### src/rtl/fsb_pkg.sv
// Shared types, widths and the chip-select decode for the FSB cycle terminator.
package fsb_pkg;

   localparam int WS_W = 3;
   localparam int TO_W = 10;

   typedef enum logic [2:0] {
      S_IDLE,
      S_WS,
      S_IOWAIT,
      S_PWWAIT,
      S_ACK,
      S_VPA,
      S_DRAIN
   } fsb_state_t;

   typedef enum logic [2:0] {
      K_NONE,
      K_ROM,
      K_RAM,
      K_PW,
      K_IO,
      K_IACK
   } fsb_kind_t;

   // Fixed priority: IACK > IO > ROM > posted RAM write > plain RAM.
   function automatic fsb_kind_t fsb_decode(input logic iacs,
                                            input logic iocs,
                                            input logic romcs,
                                            input logic pwcs,
                                            input logic ramcs);
      fsb_kind_t kind;
      if (iacs)       kind = K_IACK;
      else if (iocs)  kind = K_IO;
      else if (romcs) kind = K_ROM;
      else if (pwcs)  kind = K_PW;
      else if (ramcs) kind = K_RAM;
      else            kind = K_NONE;
      return kind;
   endfunction

endpackage

### src/rtl/fsb_cycle_term_if.sv
// CPU-side bus signals seen by the FSB cycle terminator, plus the IOB handshake lines.
interface fsb_cycle_term_if;

   logic BACT;
   logic nWE;
   logic RAMCS;
   logic ROMCS;
   logic IOCS;
   logic IOPWCS;
   logic IACS;
   logic IOACK;
   logic IOPWDONE;
   logic nDTACK;
   logic nVPA;
   logic nBERR;
   logic IOREQ;
   logic IOPWREQ;

   modport slave (
      input  BACT, nWE, RAMCS, ROMCS, IOCS, IOPWCS, IACS, IOACK, IOPWDONE,
      output nDTACK, nVPA, nBERR, IOREQ, IOPWREQ
   );

   modport master (
      output BACT, nWE, RAMCS, ROMCS, IOCS, IOPWCS, IACS, IOACK, IOPWDONE,
      input  nDTACK, nVPA, nBERR, IOREQ, IOPWREQ
   );

endinterface

### src/rtl/fsb_wait_cnt.sv
// Loadable saturating down-counter with a zero flag; shared by wait states and IO timeout.
module fsb_wait_cnt
   import fsb_pkg::*;
#(
   parameter int W = WS_W
) (
   input  logic         i_clk,
   input  logic         i_rst,
   input  logic         i_load,
   input  logic [W-1:0] i_val,
   input  logic         i_dec,
   output logic         o_zero
);

   logic [W-1:0] r_cnt;

   always_ff @(posedge i_clk) begin
      // NOTE: sequential state uses non-blocking assignments so every flop samples pre-edge values.
      if (i_rst) begin
         r_cnt <= '0;
      end else if (i_load) begin
         r_cnt <= i_val;
      end else if (i_dec && (r_cnt != '0)) begin
         r_cnt <= r_cnt - 1'b1;
      end
   end

   assign o_zero = (r_cnt == '0);

endmodule

### src/rtl/fsb_cycle_term.sv
// FSB-side responder terminating every 68HC000 bus cycle (DTACK/VPA, wait states, IOB handoff,
// 1-deep posted-write buffer). Optional IO/no-select bus-error timeout: FSB_BERR_TIMEOUT_EN.
module fsb_cycle_term
   import fsb_pkg::*;
#(
   parameter int RAM_WS = 0,
   parameter int ROM_WS = 2,
   parameter int TO_CYC = 1023
) (
   input logic             CLK,
   input logic             RES,
   fsb_cycle_term_if.slave bus
);

   if (RAM_WS < 0 || RAM_WS > 7 || ROM_WS < 0 || ROM_WS > 7 ||
       TO_CYC < 1 || TO_CYC >= (1 << TO_W)) begin : g_bad_param
      $error("fsb_cycle_term: parameter out of range");
   end

`ifdef FSB_BERR_TIMEOUT_EN
   localparam int CNT_W = TO_W;
   localparam logic [CNT_W-1:0] TO_LD = CNT_W'(TO_CYC);
`else
   localparam int CNT_W = WS_W;
`endif
   localparam logic [CNT_W-1:0] RAM_LD = CNT_W'(RAM_WS);
   localparam logic [CNT_W-1:0] ROM_LD = CNT_W'(ROM_WS);

   fsb_state_t       r_state;
   logic             r_ndtack;
   logic             r_nvpa;
   logic             r_ioreq;
   logic             r_iopwreq;
`ifdef FSB_BERR_TIMEOUT_EN
   logic             r_nberr;
   logic             r_to_run;
`endif

   fsb_kind_t        w_kind;
   logic             w_pw_free;
   logic             w_cnt_load;
   logic [CNT_W-1:0] w_cnt_val;
   logic             w_cnt_dec;
   logic             w_cnt_zero;

   // Posting is only offered for writes; the buffer frees on the same edge IOPWDONE arrives.
   assign w_kind    = fsb_decode(bus.IACS, bus.IOCS, bus.ROMCS, bus.IOPWCS & ~bus.nWE, bus.RAMCS);
   assign w_pw_free = ~r_iopwreq | bus.IOPWDONE;

   always_comb begin
      // NOTE: every signal gets a default first so no latch can be inferred.
      w_cnt_load = 1'b0;
      w_cnt_val  = '0;
      w_cnt_dec  = 1'b0;
      case (r_state)
         S_IDLE: begin
            if (bus.BACT) begin
               case (w_kind)
                  K_ROM: begin w_cnt_load = 1'b1; w_cnt_val = ROM_LD; end
                  K_RAM: begin w_cnt_load = 1'b1; w_cnt_val = RAM_LD; end
                  K_PW: begin
                     if (w_pw_free) begin
                        w_cnt_load = 1'b1;
                        w_cnt_val  = RAM_LD;
                     end
                  end
`ifdef FSB_BERR_TIMEOUT_EN
                  K_IO: begin w_cnt_load = 1'b1; w_cnt_val = TO_LD; end
                  K_NONE: begin
                     if (!r_to_run) begin
                        w_cnt_load = 1'b1;
                        w_cnt_val  = TO_LD;
                     end else begin
                        w_cnt_dec = 1'b1;
                     end
                  end
`endif
                  default: ;
               endcase
            end
         end
         S_PWWAIT: begin
            if (bus.BACT && bus.IOPWDONE) begin
               w_cnt_load = 1'b1;
               w_cnt_val  = RAM_LD;
            end
         end
         S_WS: w_cnt_dec = 1'b1;
`ifdef FSB_BERR_TIMEOUT_EN
         S_IOWAIT: w_cnt_dec = 1'b1;
`endif
         default: ;
      endcase
   end

   fsb_wait_cnt #(.W(CNT_W)) u_cnt (
      .i_clk  (CLK),
      .i_rst  (RES),
      .i_load (w_cnt_load),
      .i_val  (w_cnt_val),
      .i_dec  (w_cnt_dec),
      .o_zero (w_cnt_zero)
   );

   always_ff @(posedge CLK) begin
      if (RES) begin
         r_state   <= S_IDLE;
         r_ndtack  <= 1'b1;
         r_nvpa    <= 1'b1;
         r_ioreq   <= 1'b0;
         r_iopwreq <= 1'b0;
`ifdef FSB_BERR_TIMEOUT_EN
         r_nberr   <= 1'b1;
         r_to_run  <= 1'b0;
`endif
      end else begin
         // A completed posting frees the buffer unless a new posting is accepted below.
         if (bus.IOPWDONE) r_iopwreq <= 1'b0;
`ifdef FSB_BERR_TIMEOUT_EN
         if (!bus.BACT) r_nberr <= 1'b1;
         r_to_run <= 1'b0;
`endif
         case (r_state)
            S_IDLE: begin
               r_ndtack <= 1'b1;
               r_nvpa   <= 1'b1;
               if (bus.BACT) begin
                  case (w_kind)
                     K_IACK: r_state <= S_VPA;
                     K_IO: begin
                        r_state <= S_IOWAIT;
                        if (!r_iopwreq) r_ioreq <= 1'b1;
                     end
                     K_ROM, K_RAM: r_state <= S_WS;
                     K_PW: begin
                        if (w_pw_free) begin
                           r_iopwreq <= 1'b1;
                           r_state   <= S_WS;
                        end else begin
                           r_state <= S_PWWAIT;
                        end
                     end
                     default: begin
`ifdef FSB_BERR_TIMEOUT_EN
                        r_to_run <= 1'b1;
                        if (r_to_run && w_cnt_zero) r_nberr <= 1'b0;
`endif
                     end
                  endcase
               end
            end
            S_WS: begin
               if (!bus.BACT) begin
                  r_state <= S_IDLE;
               end else if (w_cnt_zero) begin
                  r_ndtack <= 1'b0;
                  r_state  <= S_ACK;
               end
            end
            S_PWWAIT: begin
               if (!bus.BACT) begin
                  r_state <= S_IDLE;
               end else if (bus.IOPWDONE) begin
                  r_iopwreq <= 1'b1;
                  r_state   <= S_WS;
               end
            end
            S_IOWAIT: begin
               if (r_ioreq && bus.IOACK) begin
                  r_ioreq <= 1'b0;
                  if (bus.BACT) begin
                     r_ndtack <= 1'b0;
                     r_state  <= S_ACK;
                  end else begin
                     r_state <= S_IDLE;
                  end
               end else if (!bus.BACT) begin
                  r_state <= r_ioreq ? S_DRAIN : S_IDLE;
`ifdef FSB_BERR_TIMEOUT_EN
               end else if (w_cnt_zero) begin
                  r_nberr <= 1'b0;
                  r_ioreq <= 1'b0;
                  r_state <= S_DRAIN;
`endif
               end else if (!r_iopwreq) begin
                  r_ioreq <= 1'b1;
               end
            end
            S_DRAIN: begin
               // With IOREQ dropped by a timeout there is nothing to drain; wait for AS to end.
               if (r_ioreq) begin
                  if (bus.IOACK) begin
                     r_ioreq <= 1'b0;
                     r_state <= S_IDLE;
                  end
               end else if (!bus.BACT) begin
                  r_state <= S_IDLE;
               end
            end
            S_ACK: begin
               if (!bus.BACT) r_state <= S_IDLE;
            end
            S_VPA: begin
               if (bus.BACT) r_nvpa <= 1'b0;
               else          r_state <= S_IDLE;
            end
            default: r_state <= S_IDLE;
         endcase
      end
   end

   assign bus.nDTACK  = r_ndtack;
   assign bus.nVPA    = r_nvpa;
   assign bus.IOREQ   = r_ioreq;
   assign bus.IOPWREQ = r_iopwreq;
`ifdef FSB_BERR_TIMEOUT_EN
   assign bus.nBERR   = r_nberr;
`else
   assign bus.nBERR   = 1'b1;
`endif

endmodule

### src/flat_wrapper.sv
// flat-port wrapper written by rule: the top's interface ports become plain ports
module fsb_cycle_term_flat import fsb_pkg::*;
#(
   parameter int RAM_WS = 0,
   parameter int ROM_WS = 2,
   parameter int TO_CYC = 1023
)
  (CLK, RES, bus_BACT, bus_nWE, bus_RAMCS, bus_ROMCS, bus_IOCS, bus_IOPWCS, bus_IACS, bus_IOACK, bus_IOPWDONE, bus_nDTACK, bus_nVPA, bus_nBERR, bus_IOREQ, bus_IOPWREQ);
  fsb_cycle_term_if bus_i ();
  input logic CLK;
  input logic RES;
  input wire logic [$bits(bus_i.BACT)-1:0] bus_BACT;
  input wire logic [$bits(bus_i.nWE)-1:0] bus_nWE;
  input wire logic [$bits(bus_i.RAMCS)-1:0] bus_RAMCS;
  input wire logic [$bits(bus_i.ROMCS)-1:0] bus_ROMCS;
  input wire logic [$bits(bus_i.IOCS)-1:0] bus_IOCS;
  input wire logic [$bits(bus_i.IOPWCS)-1:0] bus_IOPWCS;
  input wire logic [$bits(bus_i.IACS)-1:0] bus_IACS;
  input wire logic [$bits(bus_i.IOACK)-1:0] bus_IOACK;
  input wire logic [$bits(bus_i.IOPWDONE)-1:0] bus_IOPWDONE;
  output wire logic [$bits(bus_i.nDTACK)-1:0] bus_nDTACK;
  output wire logic [$bits(bus_i.nVPA)-1:0] bus_nVPA;
  output wire logic [$bits(bus_i.nBERR)-1:0] bus_nBERR;
  output wire logic [$bits(bus_i.IOREQ)-1:0] bus_IOREQ;
  output wire logic [$bits(bus_i.IOPWREQ)-1:0] bus_IOPWREQ;
  assign bus_i.BACT = bus_BACT;
  assign bus_i.nWE = bus_nWE;
  assign bus_i.RAMCS = bus_RAMCS;
  assign bus_i.ROMCS = bus_ROMCS;
  assign bus_i.IOCS = bus_IOCS;
  assign bus_i.IOPWCS = bus_IOPWCS;
  assign bus_i.IACS = bus_IACS;
  assign bus_i.IOACK = bus_IOACK;
  assign bus_i.IOPWDONE = bus_IOPWDONE;
  assign bus_nDTACK = bus_i.nDTACK;
  assign bus_nVPA = bus_i.nVPA;
  assign bus_nBERR = bus_i.nBERR;
  assign bus_IOREQ = bus_i.IOREQ;
  assign bus_IOPWREQ = bus_i.IOPWREQ;
  fsb_cycle_term #(.RAM_WS(RAM_WS), .ROM_WS(ROM_WS), .TO_CYC(TO_CYC)) u_core (.CLK(CLK), .RES(RES), .bus(bus_i));
endmodule
### config.mk
export PLATFORM = sky130hd
export DESIGN_NAME = fsb_cycle_term_flat
export DESIGN_NICKNAME = d
export VERILOG_FILES = /design/src/rtl/fsb_pkg.sv /design/src/rtl/fsb_cycle_term_if.sv /design/src/rtl/fsb_wait_cnt.sv /design/src/rtl/fsb_cycle_term.sv /design/src/flat_wrapper.sv
export SDC_FILE = /design/constraint.sdc
export NUM_CORES = 1
export LEC_CHECK = 0
export CORE_UTILIZATION = 49
export CTS_CLUSTER_DIAMETER = 100
export DETAILED_ROUTE_END_ITERATION = 10
export PLACE_DENSITY = 0.88
export SYNTH_ARGS = -nofsm -noshare
export SYNTH_HDL_FRONTEND = slang
export SYNTH_SLANG_ARGS = --single-unit
### constraint.sdc
create_clock -name CLK -period 1.65 [get_ports CLK]
set_input_delay 0.2475 -clock CLK [delete_from_list [all_inputs] [get_ports CLK]]
set_output_delay 0.2475 -clock CLK [all_outputs]
set_load 0.03 [all_outputs]
==> flow_metrics.py <==
metrics = {
    "floorplanning": {
        "dieArea_um2": 1760,
        "io_pins": 16,
        "die_w_um": 42.0,
        "core_um2": 1510,
        "initial_core_util_pct": 52.1,
        "fp.dieH_um": 42.0,
        "rows": 14,
    },
    "timing": {
        "hold_slack_ps": 482,
        "rsz0062_at_grt": "false",
        "finClkSkew_ps": 6.86,
        "max_freq_mhz": 629,
        "tns_ps": 0,
        "finalHoldViolCount": 0,
        "setup_viol": 0,
        "period_share_pct": 96.3,
        "min_period_ps": 1590,
        "finalMaxSlewViolations": 0,
    },
    "final_layout": {
        "final_core_utilization_pct": 68.0,
        "diodes": 0,
        "post-route-cell-area_um2": 1020,
        "syn_to_final_growth_pct": 30.6,
        "drive_gt1_share_pct": 17.6,
        "nNetsFinal": 139,
        "fillers": 131,
    },
    "synthesis": {
        "seq_area_frac_synth_pct": 25.5,
        "synthTopCellsByArea": "dfxtp_1 (26%), nor2_1 (6.7%), nand2b_1 (4.8%)",
        "mappedNetlistNets": 116,
        "yosysTopAreaCell": "dfxtp_1",
        "async_flop_share_pct": 0,
        "synth_cell_types": 39,
        "yosys.cell_count.top_type": "nor2_1",
        "synth_top_area_share_pct": 25.5,
        "synthCells": 103,
        "synth_ff_type": "dfxtp_1",
        "synth_edf_count": 0,
        "synth_seq_cells": 10,
        "syn_avg_cell_area_um2": 7.62,
        "syn_area_um2": 785,
        "synth_commonest_cells": "nor2_1 (14), dfxtp_1 (10), inv_1 (7)",
        "yosysWarningCount": 0,
    },
    "power_and_ir_drop": {
        "clkPwrFrac_pct": 21.8,
        "power_density_nw_per_um2": 989,
        "p_leak_nw": 0.428,
        "power_mw": 1.01,
        "switchingPower_mw": 0.391,
        "seqPwrFrac_pct": 35.2,
        "p_sw_share_pct": 38.5,
        "p_int_mw": 0.623,
        "peakVddDrop_uv": 533,
        "p_comb_share_pct": 43.1,
    },
    "hold_path": {
        "hp-start": "u_core.bus.nDTACK$_SDFFE_PP1P_",
        "hold_class": "reg -> reg",
    },
    "worst_setup_path": {
        "rr_startpoint": "u_core.r_state[0]$_SDFFE_PP0P_",
        "arrival_ps": 1780,
        "r2r_slack_ps": 60,
        "slowest_stage": "dfxtp_1",
        "cpPeakStageDelay_ps": 560,
        "crit_family": "compound AO/OA/AOI/OAI gates",
        "cp.required_ps": 1840,
        "worstSetupPathDepth": 5,
        "r2r_cells": 5,
        "crit_end": "u_core.r_state[2]$_SDFFE_PP0P_",
        "worst-path-buf-inv": 0,
        "worstSetupPathType": "reg -> reg",
        "start_kind": "register",
        "worst-path-max-fanout": 10,
        "startpoint": "u_core.r_state[0]$_SDFFE_PP0P_",
        "end_kind": "register",
        "crit_chain": "and2b_1 > o211ai_2 > nand3_1 > a2111o_1 > o22ai_2",
        "rr_endpoint": "u_core.r_state[2]$_SDFFE_PP0P_",
    },
    "route": {
        "wirelength_mm": 1.99,
        "viasPerCell": 5.95,
        "wl_per_cell_um": 14.1,
        "drtAntennaViolNets": 0,
        "drt_iter0_drc": 33,
        "route.detailed.drc": 0,
        "vias": 839,
        "drt_pass1_iterations": 4,
    },
    "place": {
        "place.gp.congestion": 0.887,
        "placed_area_um2": 985,
        "dp_hpwl_mm": 1.52,
        "io_buffers": 14,
    },
    "global_route": {
        "grt_max_degree": 15,
        "antenna_found_initial": 0,
        "grt_first_pass_wirelength_mm": 3.50,
        "grt-ovfl-total": 0,
        "grt_usage_pct": 25.8,
        "grt_pass1_vias": 839,
    },
    "clock_network": {
        "cts.sinks": 10,
        "numCtsBuffers": 3,
        "cts_tree": "built",
        "path_clk_slew_ps": 70,
        "root_buffer": "clkbuf_4",
        "clockBufferDepth": 2,
        "clk_latency_ps": 270,
        "cts-htree-levels": 1,
        "postCtsSetupBuffers": 0,
    },
    "outcome": {
        "status": "finished, final reports clean",
    },
    "flow_run": {
        "drv_cap": 0,
    },
}
routing by layer:
layer,global-route usage [%],vias up,wire length [um]
met1,29.5,394,834
met4,12.5,0,9
met5,0,-,0
met2,45.0,25,1050
met3,6.03,2,94
li1,-,418,-
cell families (layout without fill, tap and decap cells):
family                     Yosys count  after routing  share of synthesized area [%]
DFF                                 10             10                           25.5
xor gates and xnor gates             3              3                           3.35
adders and majority gates            2              2                           3.19
buffers and inverters               13             35                           7.82
other                                1              1                          0.478
muxes                                1              1                           1.28
and+or+nand+nor                     53             53                           38.4
AOI/OAI and AO/OA                   20             20                           19.9
through the flow:
step                cells  setup slack (ps)
finish                141              60.6
global route          141              10.3
CTS                   141              10.8
detailed placement    137             -73.1
global placement      137             -34.2
floorplan             103               186
worst reg2reg max path: stages (launching register included):
cell and delay [ps]:
dfxtp_1 560, and2b_1 280, o211ai_2 90, nand3_1 100, a2111o_1 410, o22ai_2 90
state kept, by name (all words and copies together), names as in the netlist:
signal / flops
u_core.r_state: 3
u_core.u_cnt.r_cnt: 3
u_core.bus.IOPWREQ: 1
u_core.bus.IOREQ: 1
u_core.bus.nDTACK: 1
u_core.bus.nVPA: 1
placed cells by master (no fill, tap or decap), drive strengths merged, types with 4 or more instances in the layout:
cell / n
buf: 10
dfxtp: 10
nand3: 6
nand2: 4
nor2: 14
clkdlybuf4s50: 13
clkbuf: 4
nor3: 5
nand4: 6
inv: 7
nand2b: 6
a21oi: 6
layout make-up:
cell class                 count  area (um2)  share of cell area [%]
clock buffer                   4        36.3                    3.54
inverter                       7        26.3                    2.56
multi-input combinational     80         523                    51.0
sequential                    10         201                    19.7
tap                           16        20.0                    1.95
timing repair buffer          24         218                    21.2
power by group through the flow:
stage	clock network (mW)	registers, mW	logic, mW
finish	0.221	0.357	0.437
global route	0.241	0.361	0.477
CTS	0.229	0.352	0.434
detailed placement	0	0.355	0.431
global placement	0	0.353	0.418
floorplan	0	0.340	0.303
repair_timing:
| action | CTS | global route |
|---|---|---|
| gates resized for setup | 1 | 1 |
| hold buffers | 0 | 0 |
| hold endpoints to repair | 0 | 0 |
| pin swaps | 0 | 0 |
| endpoints found under the setup margin | 1 | 1 |
worst min path at each step:
stage | to | slack, ps | cells after the start
2_1_floorplan | u_core.u_cnt.r_cnt[1]$_SDFFE_PP0P_ | 400 | 2
3_5_place_dp | u_core.bus.nDTACK$_SDFFE_PP1P_ | 460 | 1
4_1_cts | u_core.bus.nDTACK$_SDFFE_PP1P_ | 480 | 1
3_3_place_gp | u_core.bus.nDTACK$_SDFFE_PP1P_ | 460 | 1
6_report | u_core.bus.nDTACK$_SDFFE_PP1P_ | 480 | 1
5_1_grt | u_core.bus.nDTACK$_SDFFE_PP1P_ | 510 | 1
(Power assumes the default switching activity.)
